**src/rtl/piece_bag_queue.sv**
```systemverilog
// rtl/piece_bag_queue.sv - circular next-piece queue refilled each cycle from an LFSR-driven piece generator
// Define BAG7_EN to draw pieces as 7-bag permutations; otherwise independent LFSR draws are used.
module piece_bag_queue #(
  parameter int                QSIZE   = 16,
  parameter int                PREVIEW = 3,
  parameter int                LFSR_W  = 16,
  parameter logic [LFSR_W-1:0] SEED    = 16'hACE1
) (
  input  logic                         clk,
  input  logic                         reset_n,
  input  logic                         clr,
  input  logic                         seed_load,
  input  logic [LFSR_W-1:0]            seed,
  input  logic                         pop,
  output logic [2:0]                   head_kind,
  output logic                         head_vld,
  output logic [3*PREVIEW-1:0]         preview,
  output logic [$clog2(QSIZE+1)-1:0]   count,
  output logic                         full
);

  localparam int                PW   = (QSIZE > 1) ? $clog2(QSIZE) : 1;
  localparam int                CW   = $clog2(QSIZE+1);
  localparam logic [LFSR_W-1:0] TAPS = LFSR_W'(16'hB400);
  localparam logic [PW-1:0]     LAST = PW'(QSIZE-1);

  logic [PW-1:0]     rd_ptr_q, rd_ptr_d;
  logic [PW-1:0]     wr_ptr_q, wr_ptr_d;
  logic [CW-1:0]     count_q, count_d;
  logic [LFSR_W-1:0] lfsr_q, lfsr_d;
  logic [2:0]        mem_q [QSIZE];
  logic [2:0]        kind;
  logic              empty_w, full_w, pop_eff, push, wr_en;
  int                pv_idx;

  // Pointers wrap modulo QSIZE so non-power-of-two depths work.
  function automatic logic [PW-1:0] ptr_inc(input logic [PW-1:0] p);
    return (p == LAST) ? PW'(0) : p + 1'b1;
  endfunction

`ifdef BAG7_EN
  logic [6:0] mask_q, mask_d, mask_set;
  logic [2:0] start;

  function automatic logic [2:0] kind_add(input logic [2:0] s, input int j);
    int v;
    v = int'(s) + j;
    if (v > 7) v = v - 7;
    return 3'(v);
  endfunction

  // Scan downward so the lowest offset from the start kind wins.
  always_comb begin
    start = (lfsr_q[2:0] == 3'd0) ? 3'd1 : lfsr_q[2:0];
    kind  = start;
    for (int j = 6; j >= 0; j--) begin
      if (!mask_q[kind_add(start, j) - 3'd1]) kind = kind_add(start, j);
    end
  end

  always_comb begin
    mask_set = mask_q | (7'd1 << (kind - 3'd1));
    mask_d   = mask_q;
    if (clr)       mask_d = '0;
    else if (push) mask_d = (mask_set == 7'h7F) ? 7'h00 : mask_set;
  end

  always_ff @(posedge clk or negedge reset_n) begin
    if (!reset_n) mask_q <= '0;
    else          mask_q <= mask_d;
  end
`else
  always_comb begin
    kind = (lfsr_q[2:0] != 3'd0) ? lfsr_q[2:0] : (lfsr_q[5:3] | 3'd1);
  end
`endif

  assign empty_w = (count_q == '0);
  assign full_w  = (count_q == CW'(QSIZE));
  assign pop_eff = pop && !empty_w;
  assign push    = !full_w || pop_eff;
  assign wr_en   = push && !clr;

  always_comb begin
    rd_ptr_d = rd_ptr_q;
    wr_ptr_d = wr_ptr_q;
    count_d  = count_q;
    if (clr) begin
      rd_ptr_d = '0;
      wr_ptr_d = '0;
      count_d  = '0;
    end else begin
      if (pop_eff) rd_ptr_d = ptr_inc(rd_ptr_q);
      if (push)    wr_ptr_d = ptr_inc(wr_ptr_q);
      if (push && !pop_eff) count_d = count_q + 1'b1;
    end
  end

  // The LFSR keeps stepping through clr and full; only seed_load overrides it.
  always_comb begin
    if (seed_load)      lfsr_d = (seed == '0) ? SEED : seed;
    else if (lfsr_q[0]) lfsr_d = (lfsr_q >> 1) ^ TAPS;
    else                lfsr_d = lfsr_q >> 1;
  end

  always_ff @(posedge clk or negedge reset_n) begin
    if (!reset_n) begin
      rd_ptr_q <= '0;
      wr_ptr_q <= '0;
      count_q  <= '0;
      lfsr_q   <= SEED;
    end else begin
      rd_ptr_q <= rd_ptr_d;
      wr_ptr_q <= wr_ptr_d;
      count_q  <= count_d;
      lfsr_q   <= lfsr_d;
    end
  end

  // Storage needs no reset: every read is gated by the occupancy count.
  always_ff @(posedge clk) begin
    if (wr_en) mem_q[wr_ptr_q] <= kind;
  end

  assign head_kind = empty_w ? 3'd0 : mem_q[rd_ptr_q];
  assign head_vld  = !empty_w;
  assign count     = count_q;
  assign full      = full_w;

  always_comb begin
    preview = '0;
    pv_idx  = 0;
    for (int i = 0; i < PREVIEW; i++) begin
      pv_idx = int'(rd_ptr_q) + 1 + i;
      if (pv_idx >= QSIZE) pv_idx = pv_idx - QSIZE;
      if (int'(count_q) > i + 1) preview[3*i +: 3] = mem_q[PW'(pv_idx)];
    end
  end

endmodule

```
**config.mk**
```make
export PLATFORM = sky130hd
export DESIGN_NAME = piece_bag_queue
export DESIGN_NICKNAME = d
export VERILOG_FILES = /design/src/rtl/piece_bag_queue.sv
export SDC_FILE = /design/constraint.sdc
export NUM_CORES = 1
export LEC_CHECK = 0
export ABC_AREA = 0
export BUFFER_PORTS_ARGS = -buffer_cell sky130_fd_sc_hd__buf_2
export CAP_MARGIN = 20
export CORE_MARGIN = 1.5
export CORE_UTILIZATION = 62
export DETAILED_ROUTE_END_ITERATION = 10
export PLACE_DENSITY = 0.82
export SYNTH_ARGS = -nofsm -noshare
export SYNTH_HDL_FRONTEND = slang
export SYNTH_SLANG_ARGS = --single-unit
export TNS_END_PERCENT = 30
```
**constraint.sdc**
```tcl
create_clock -name clk -period 7.5 [get_ports clk]
set_input_delay 0.375 -clock clk [delete_from_list [all_inputs] [get_ports clk]]
set_output_delay 0.375 -clock clk [all_outputs]
set_load 0.02 [all_outputs]
```
==> impl_metrics.env, run 1 <==
export IMPL_postCtsSetupRepairBufs=0
export IMPL_hpwlAfterDp_um=7923
export IMPL_place_gp_congestion=0.9440
export IMPL_coreArea_um2=7331
export IMPL_tns_ns=0
export IMPL_startpoint="rd_ptr_q[0]$_DFFE_PN0P_"
export IMPL_ant_nets=0
export IMPL_leakage_nw=1.879
export IMPL_clk_path_buf_depth=2
export IMPL_die_area_um2=8193
export IMPL_yosysWarnings=0
export IMPL_nets=402
export IMPL_critPathLaunchType="flop"
export IMPL_dp_cells=457
export IMPL_synthDistinctLibCells=50
export IMPL_synth_most_common_cell="edfxtp_1"
export IMPL_io_buffers=39
export IMPL_synth_area_leader_cell="edfxtp_1"
export IMPL_fp_dieW_um=90.52
export IMPL_numCtsBuffers=9
export IMPL_grt_overflow_total=0
export IMPL_hold_class="input pin to asynchronous set/reset pin"
export IMPL_synth_commonest_cells="edfxtp_1, mux4_2, mux2i_1, nor2_1, dfrtp_1"
export IMPL_post_drt_wl_per_cell_um=22.99
export IMPL_rrSetupSlack_ns=4.82
export IMPL_tightest_slew_ns=0.7927
export IMPL_cp_max_fo=54
export IMPL_end_kind="primary output"
export IMPL_seqPwrFrac=0.378
export IMPL_swShare=0.3388
export IMPL_hold_viol_final=0
export IMPL_post_route_util=0.7020
export IMPL_synth_ff_latch_count=77
export IMPL_required_ns=7.12
export IMPL_synthesis_area_um2=4748
export IMPL_start_util=0.6477
export IMPL_power_density_nw_per_um2=265.3
export IMPL_via_per_inst=6.734
export IMPL_synth_compound_area_frac=0.06403
export IMPL_pwr_share_clk=0.214
export IMPL_muxShareOfSynthArea=0.2962
export IMPL_vias=3192
export IMPL_stdcell_count=474
export IMPL_synth_top_family_by_area="multiplexers"
export IMPL_clk_pin_slew_ns=0.09
export IMPL_clock_sinks=77
export IMPL_ys_top_cells_by_area="edfxtp_1, mux4_2, dfrtp_1"
export IMPL_synthSimpleGateAreaFrac=0.08011
export IMPL_yosysSeqAreaShare=0.4585
export IMPL_min_period_ns=4.577
export IMPL_cts_tree="yes"
export IMPL_grt_usage=0.2790
export IMPL_wl_um=10900
export IMPL_syn_nets=371
export IMPL_clock_root_buffer="clkbuf_8"
export IMPL_reg2reg_depth=7
export IMPL_synth_xor_area_frac=0.03636
export IMPL_crit_end="preview[8]"
export IMPL_path_class="flop to primary output"
export IMPL_synth_fa_ha_area_frac=0.02899
export IMPL_fin_crit_sh=0.6102
export IMPL_ctsHtreeMaxLevel=3
export IMPL_grt_pass1_vias=3179
export IMPL_grt_first_pass_wirelength_um=17210
export IMPL_clock_fmax_mhz=218.5
export IMPL_vdd_drop_max_uv=131.3
export IMPL_area_delta_synth_final_pct=8.380
export IMPL_die_h_um=90.52
export IMPL_drt_iter0_drc=367
export IMPL_slew_headroom=0.4641
export IMPL_pin_count=40
export IMPL_combinationalPowerShare=0.409
export IMPL_cts_resized=0
export IMPL_worstSkewPairLatency_ns=0.33
export IMPL_p_switching_mw=0.4626
export IMPL_grt_setup_unrepaired="false"
export IMPL_postSynthAreaPerCell_um2=14.01
export IMPL_antennaDiodeCount=0
export IMPL_num_rows=31
export IMPL_drive_gt1_frac=0.3253
export IMPL_async_reset_ff_frac=0.3766
export IMPL_synth_ff_type="edfxtp_1"
export IMPL_worst_hold_slack_ns=0.04501
export IMPL_fin_skew_ns=0.01219
export IMPL_fillers=476
export IMPL_r2r_start="count[1]$_DFFE_PN0P_"
export IMPL_grt_max_degree=55
export IMPL_cap_violations=0
export IMPL_slew_violations=0
export IMPL_r2r_end="mem_q[1][2]$_DFFE_PP_"
export IMPL_drc=0
export IMPL_synth_top_area_frac=0.3036
export IMPL_setup_viol=0
export IMPL_antenna_found_initial=0
export IMPL_postSynthCellCount=339
export IMPL_arrival_ns=4.20
export IMPL_holdBufCountCts=0
export IMPL_p_total_mw=1.365
export IMPL_status="finished, final reports clean"
export IMPL_p_int_mw=0.9029
export IMPL_synth_edff_count=48
export IMPL_dr_pass1_iters=5
## metrics by stage
stage	setup slack [ns]	area, µm²
after global routing	2.635	5146
after global placement	3.313	4950
final	2.923	5146
after floorplan	3.745	4748
after CTS	2.882	5139
after detailed placement	3.243	4950
## area by class of cell
cell class / instances / area (µm²) / share of cell area
multi-input cells: 233 / 2401 / 0.4666
flip-flops and latches: 77 / 2178 / 0.4233
repair buffers: 41 / 210.2 / 0.04085
clock buffers: 12 / 160.2 / 0.03112
well taps: 99 / 123.9 / 0.02407
inverters: 8 / 43.79 / 0.008510
clock inverters: 4 / 28.78 / 0.005592
## cell usage in the layout, fill, tap and decap left out, drive strengths merged, types with 8 or more instances in the layout
cell type,count
edfxtp,48
dfrtp,21
o22a,8
nor3,8
buf,41
nor2,28
xor2,10
ha,11
inv,9
dfstp,8
clkbuf,12
nand2,12
mux2i,37
a21oi,13
mux4,42
## per-layer routing
layer / up-vias / global-route usage / wire length, µm
met1: 1595 / 0.3824 / 4332
met4: 0 / 0.1138 / 358
met5: - / 0 / 0
li1: 1389 / - / -
met2: 173 / 0.4417 / 5263
met3: 35 / 0.05387 / 944
## critical path, cell delays in order (launching register included)
cell      delay [ns]
dfrtp_2         0.35
buf_4           0.61
inv_2           0.15
ha_1            0.77
bufinv_8        0.33
ha_1            0.65
mux4_2          0.58
mux2i_1         0.14
o22ai_1         0.12
buf_2           0.17
## registers in the layout (all words and copies together), names as in the netlist
name and flops:
mem_q 48, lfsr_q 16, rd_ptr_q 4, count 5, wr_ptr_q 4
## cells by family (layout without fill, tap and decap cells)
family	Yosys count	count (layout)
AO/OA/AOI/OAI	46	46
XOR/XNOR	15	15
adder cells (fa/ha/maj)	11	11
buffers and inverters	29	65
flip-flops	77	77
multiplexers	86	86
AND/OR/NAND/NOR	75	75
## worst min path at each step
stage | start | end | slack, ns | cells after the start
floorplan | reset_n | count[0]$_DFFE_PN0P_ | 0.08 | 0
global placement | reset_n | count[0]$_DFFE_PN0P_ | 0.43 | 1
detailed placement | reset_n | count[0]$_DFFE_PN0P_ | 0.43 | 1
CTS | reset_n | count[0]$_DFFE_PN0P_ | 0.07 | 1
global route | reset_n | count[0]$_DFFE_PN0P_ | 0.09 | 1
finish | reset_n | count[0]$_DFFE_PN0P_ | 0.05 | 1
## power groups by stage
| stage | clock network (mW) | registers [mW] | logic (mW) |
|---|---|---|---|
| 6_report | 0.292 | 0.515 | 0.558 |
| 5_1_grt | 0.316 | 0.520 | 0.598 |
| 3_5_place_dp | 0 | 0.523 | 0.556 |
| 3_3_place_gp | 0 | 0.522 | 0.544 |
| 4_1_cts | 0.295 | 0.515 | 0.559 |
| 2_1_floorplan | 0 | 0.516 | 0.455 |
Note: power is estimated with default switching activity, not from simulation.
==> run 2: changes to the inputs <==
Settings changed: CORE_UTILIZATION 62 to 54, PLACE_DENSITY 0.82 to 0.76.
Clock period 7.5 ns to 4 ns, I/O delays scaled along.
==> run 2 against run 1 <==
  * Clock skew grew 0.00095 ns
  * Combinational power grew 90%
  * Routed wire length shrank 3.9%
  * Clock-buffer cell count shrank 2
  * Largest cell class unchanged
==> impl_metrics.env, run 2 (synthesized netlist as in run 1, its figures left out) <==
export IMPL_grt_max_degree=33
export IMPL_post_drt_wl_per_cell_um=21.51
export IMPL_leakage_nw=1.892
export IMPL_fp_dieW_um=96.77
export IMPL_r2r_start="count[1]$_DFFE_PN0P_"
export IMPL_hp_start="seed[12]"
export IMPL_ctsHtreeMaxLevel=3
export IMPL_status="finished, final reports clean"
export IMPL_path_cells="ha_1, xor2_4, ha_1, mux4_2, mux2i_1, o22ai_1, buf_2"
export IMPL_vias=3155
export IMPL_wl_um=10480
export IMPL_hold_viol_final=0
export IMPL_antennaDiodeCount=0
export IMPL_setup_viol=0
export IMPL_cpMostUsedCell="ha_1"
export IMPL_grt_pass1_vias=3166
export IMPL_fin_crit_sh=0.8960
export IMPL_p_total_mw=2.624
export IMPL_pin_count=40
export IMPL_numCtsBuffers=9
export IMPL_drt_iter0_drc=283
export IMPL_clk_path_buf_depth=2
export IMPL_grt_first_pass_wirelength_um=17060
export IMPL_hold_class="input pin to flop"
export IMPL_slew_violations=0
export IMPL_dr_pass1_iters=5
export IMPL_num_rows=34
export IMPL_tightest_slew_ns=0.9367
export IMPL_fin_skew_ns=0.01314
export IMPL_cp_slowest_stage_delay_ns=0.83
export IMPL_final_common_cell="edfxtp_1"
export IMPL_worstSkewPairLatency_ns=0.35
export IMPL_cap_violations=0
export IMPL_path_class="flop to primary output"
export IMPL_required_ns=3.80
export IMPL_vdd_drop_max_uv=215.5
export IMPL_min_period_ns=3.584
export IMPL_grt_overflow_total=0
export IMPL_place_gp_congestion=0.9188
export IMPL_critPathLaunchType="flop"
export IMPL_antenna_found_initial=0
export IMPL_slew_headroom=0.3667
export IMPL_largest_register_ffs=48
export IMPL_min_to="lfsr_q[12]$_DFF_PN0_"
export IMPL_postCtsSetupRepairBufs=0
export IMPL_regMostFlops="mem_q"
export IMPL_hpwlAfterDp_um=7813
export IMPL_die_area_um2=9364
export IMPL_start_util=0.5498
export IMPL_drc=0
export IMPL_r2r_end="mem_q[0][0]$_DFFE_PP_"
export IMPL_cts_resized=0
export IMPL_grt_setup_unrepaired="false"
export IMPL_clock_fmax_mhz=279.0
export IMPL_tns_ns=0
export IMPL_arrival_ns=3.38
export IMPL_reg2reg_depth=7
export IMPL_cts_tree="yes"
export IMPL_coreArea_um2=8636
export IMPL_grt_usage=0.2373
export IMPL_io_buffers=39
export IMPL_clk_pin_slew_ns=0.09
export IMPL_die_h_um=96.77
export IMPL_nets=406
export IMPL_via_per_inst=6.478
export IMPL_critPathSlowestCell="dfrtp_1"
export IMPL_clock_root_buffer="clkbuf_8"
export IMPL_clock_sinks=77
export IMPL_ant_nets=0
export IMPL_rrSetupSlack_ns=1.40
export IMPL_hold_depth=3
export IMPL_power_density_nw_per_um2=504.7
export IMPL_final_cell_mix="edfxtp_1, mux4_2, buf_2"
export IMPL_cp_max_fo=16
export IMPL_end_kind="primary output"
export IMPL_area_delta_synth_final_pct=9.513
export IMPL_drive_gt1_frac=0.3298
## run 2: through the flow
| stage | setup slack (ns) | util | area (µm²) | hold slack (ns) | cells |
|---|---|---|---|---|---|
| floorplan | 0.4198 | - | 4748 | -0.09559 | 339 |
| global placement | 0.7986 | 0.5771 | 4984 | 0.2502 | 469 |
| detailed placement | 0.7538 | 0.5771 | 4984 | 0.2545 | 469 |
| CTS | 0.3716 | 0.6013 | 5192 | 0.05613 | 486 |
| global route | 0.1686 | 0.6021 | 5200 | 0.06195 | 487 |
| finish | 0.4160 | 0.6021 | 5200 | 0.06703 | 487 |
## run 2: metal layers
layer,track usage,up-vias,part of all wire
met5,0,-,0
met1,0.3320,1577,0.41
met4,0.08696,0,0.021
met3,0.05853,24,0.085
met2,0.3647,158,0.49
li1,-,1396,-
## run 2: how the worst max path moves through the flow
| stage | start | slack, ns | endpoint |
|---|---|---|---|
| after detailed placement | rd_ptr_q[1]$_DFFE_PN0P_ | 0.75 | preview[6] |
| final | rd_ptr_q[1]$_DFFE_PN0P_ | 0.42 | preview[6] |
| after global routing | rd_ptr_q[1]$_DFFE_PN0P_ | 0.17 | preview[6] |
| after CTS | rd_ptr_q[1]$_DFFE_PN0P_ | 0.37 | preview[6] |
| after floorplan | rd_ptr_q[0]$_DFFE_PN0P_ | 0.42 | preview[6] |
| after global placement | rd_ptr_q[1]$_DFFE_PN0P_ | 0.80 | preview[6] |
## run 2: worst max-delay path, delay by kind of cell, from the launching register on
| kind | cells | cell delay, ns |
|---|---|---|
| buffers and inverters | 1 | 0.17 |
| AOI/OAI and AO/OA | 1 | 0.10 |
| DFF | 1 | 0.83 |
| adders and majority gates | 2 | 1.10 |
| xor gates and xnor gates | 1 | 0.10 |
| muxes | 2 | 0.74 |
## run 2: final cells by class
cell class	count	area (µm²)
fill	684	3436
multi-input combinational	233	2401
sequential	77	2178
timing repair buffer	45	242.7
tap	108	135.1
clock buffer	10	127.6
clock inverter	6	71.32
inverter	8	43.79
## run 2: repair_timing
action | CTS | global route
hold buffers | 1 | 0
hold endpoints to repair | 21 | 0
endpoints found under the setup margin | 0 | 0
## run 2: power breakdown
part	leakage (nW)	internal, mW	switching [mW]
Clock	0.0935	0.294	0.298
Combinational	1.02	0.518	0.546
Sequential	0.782	0.908	0.0610
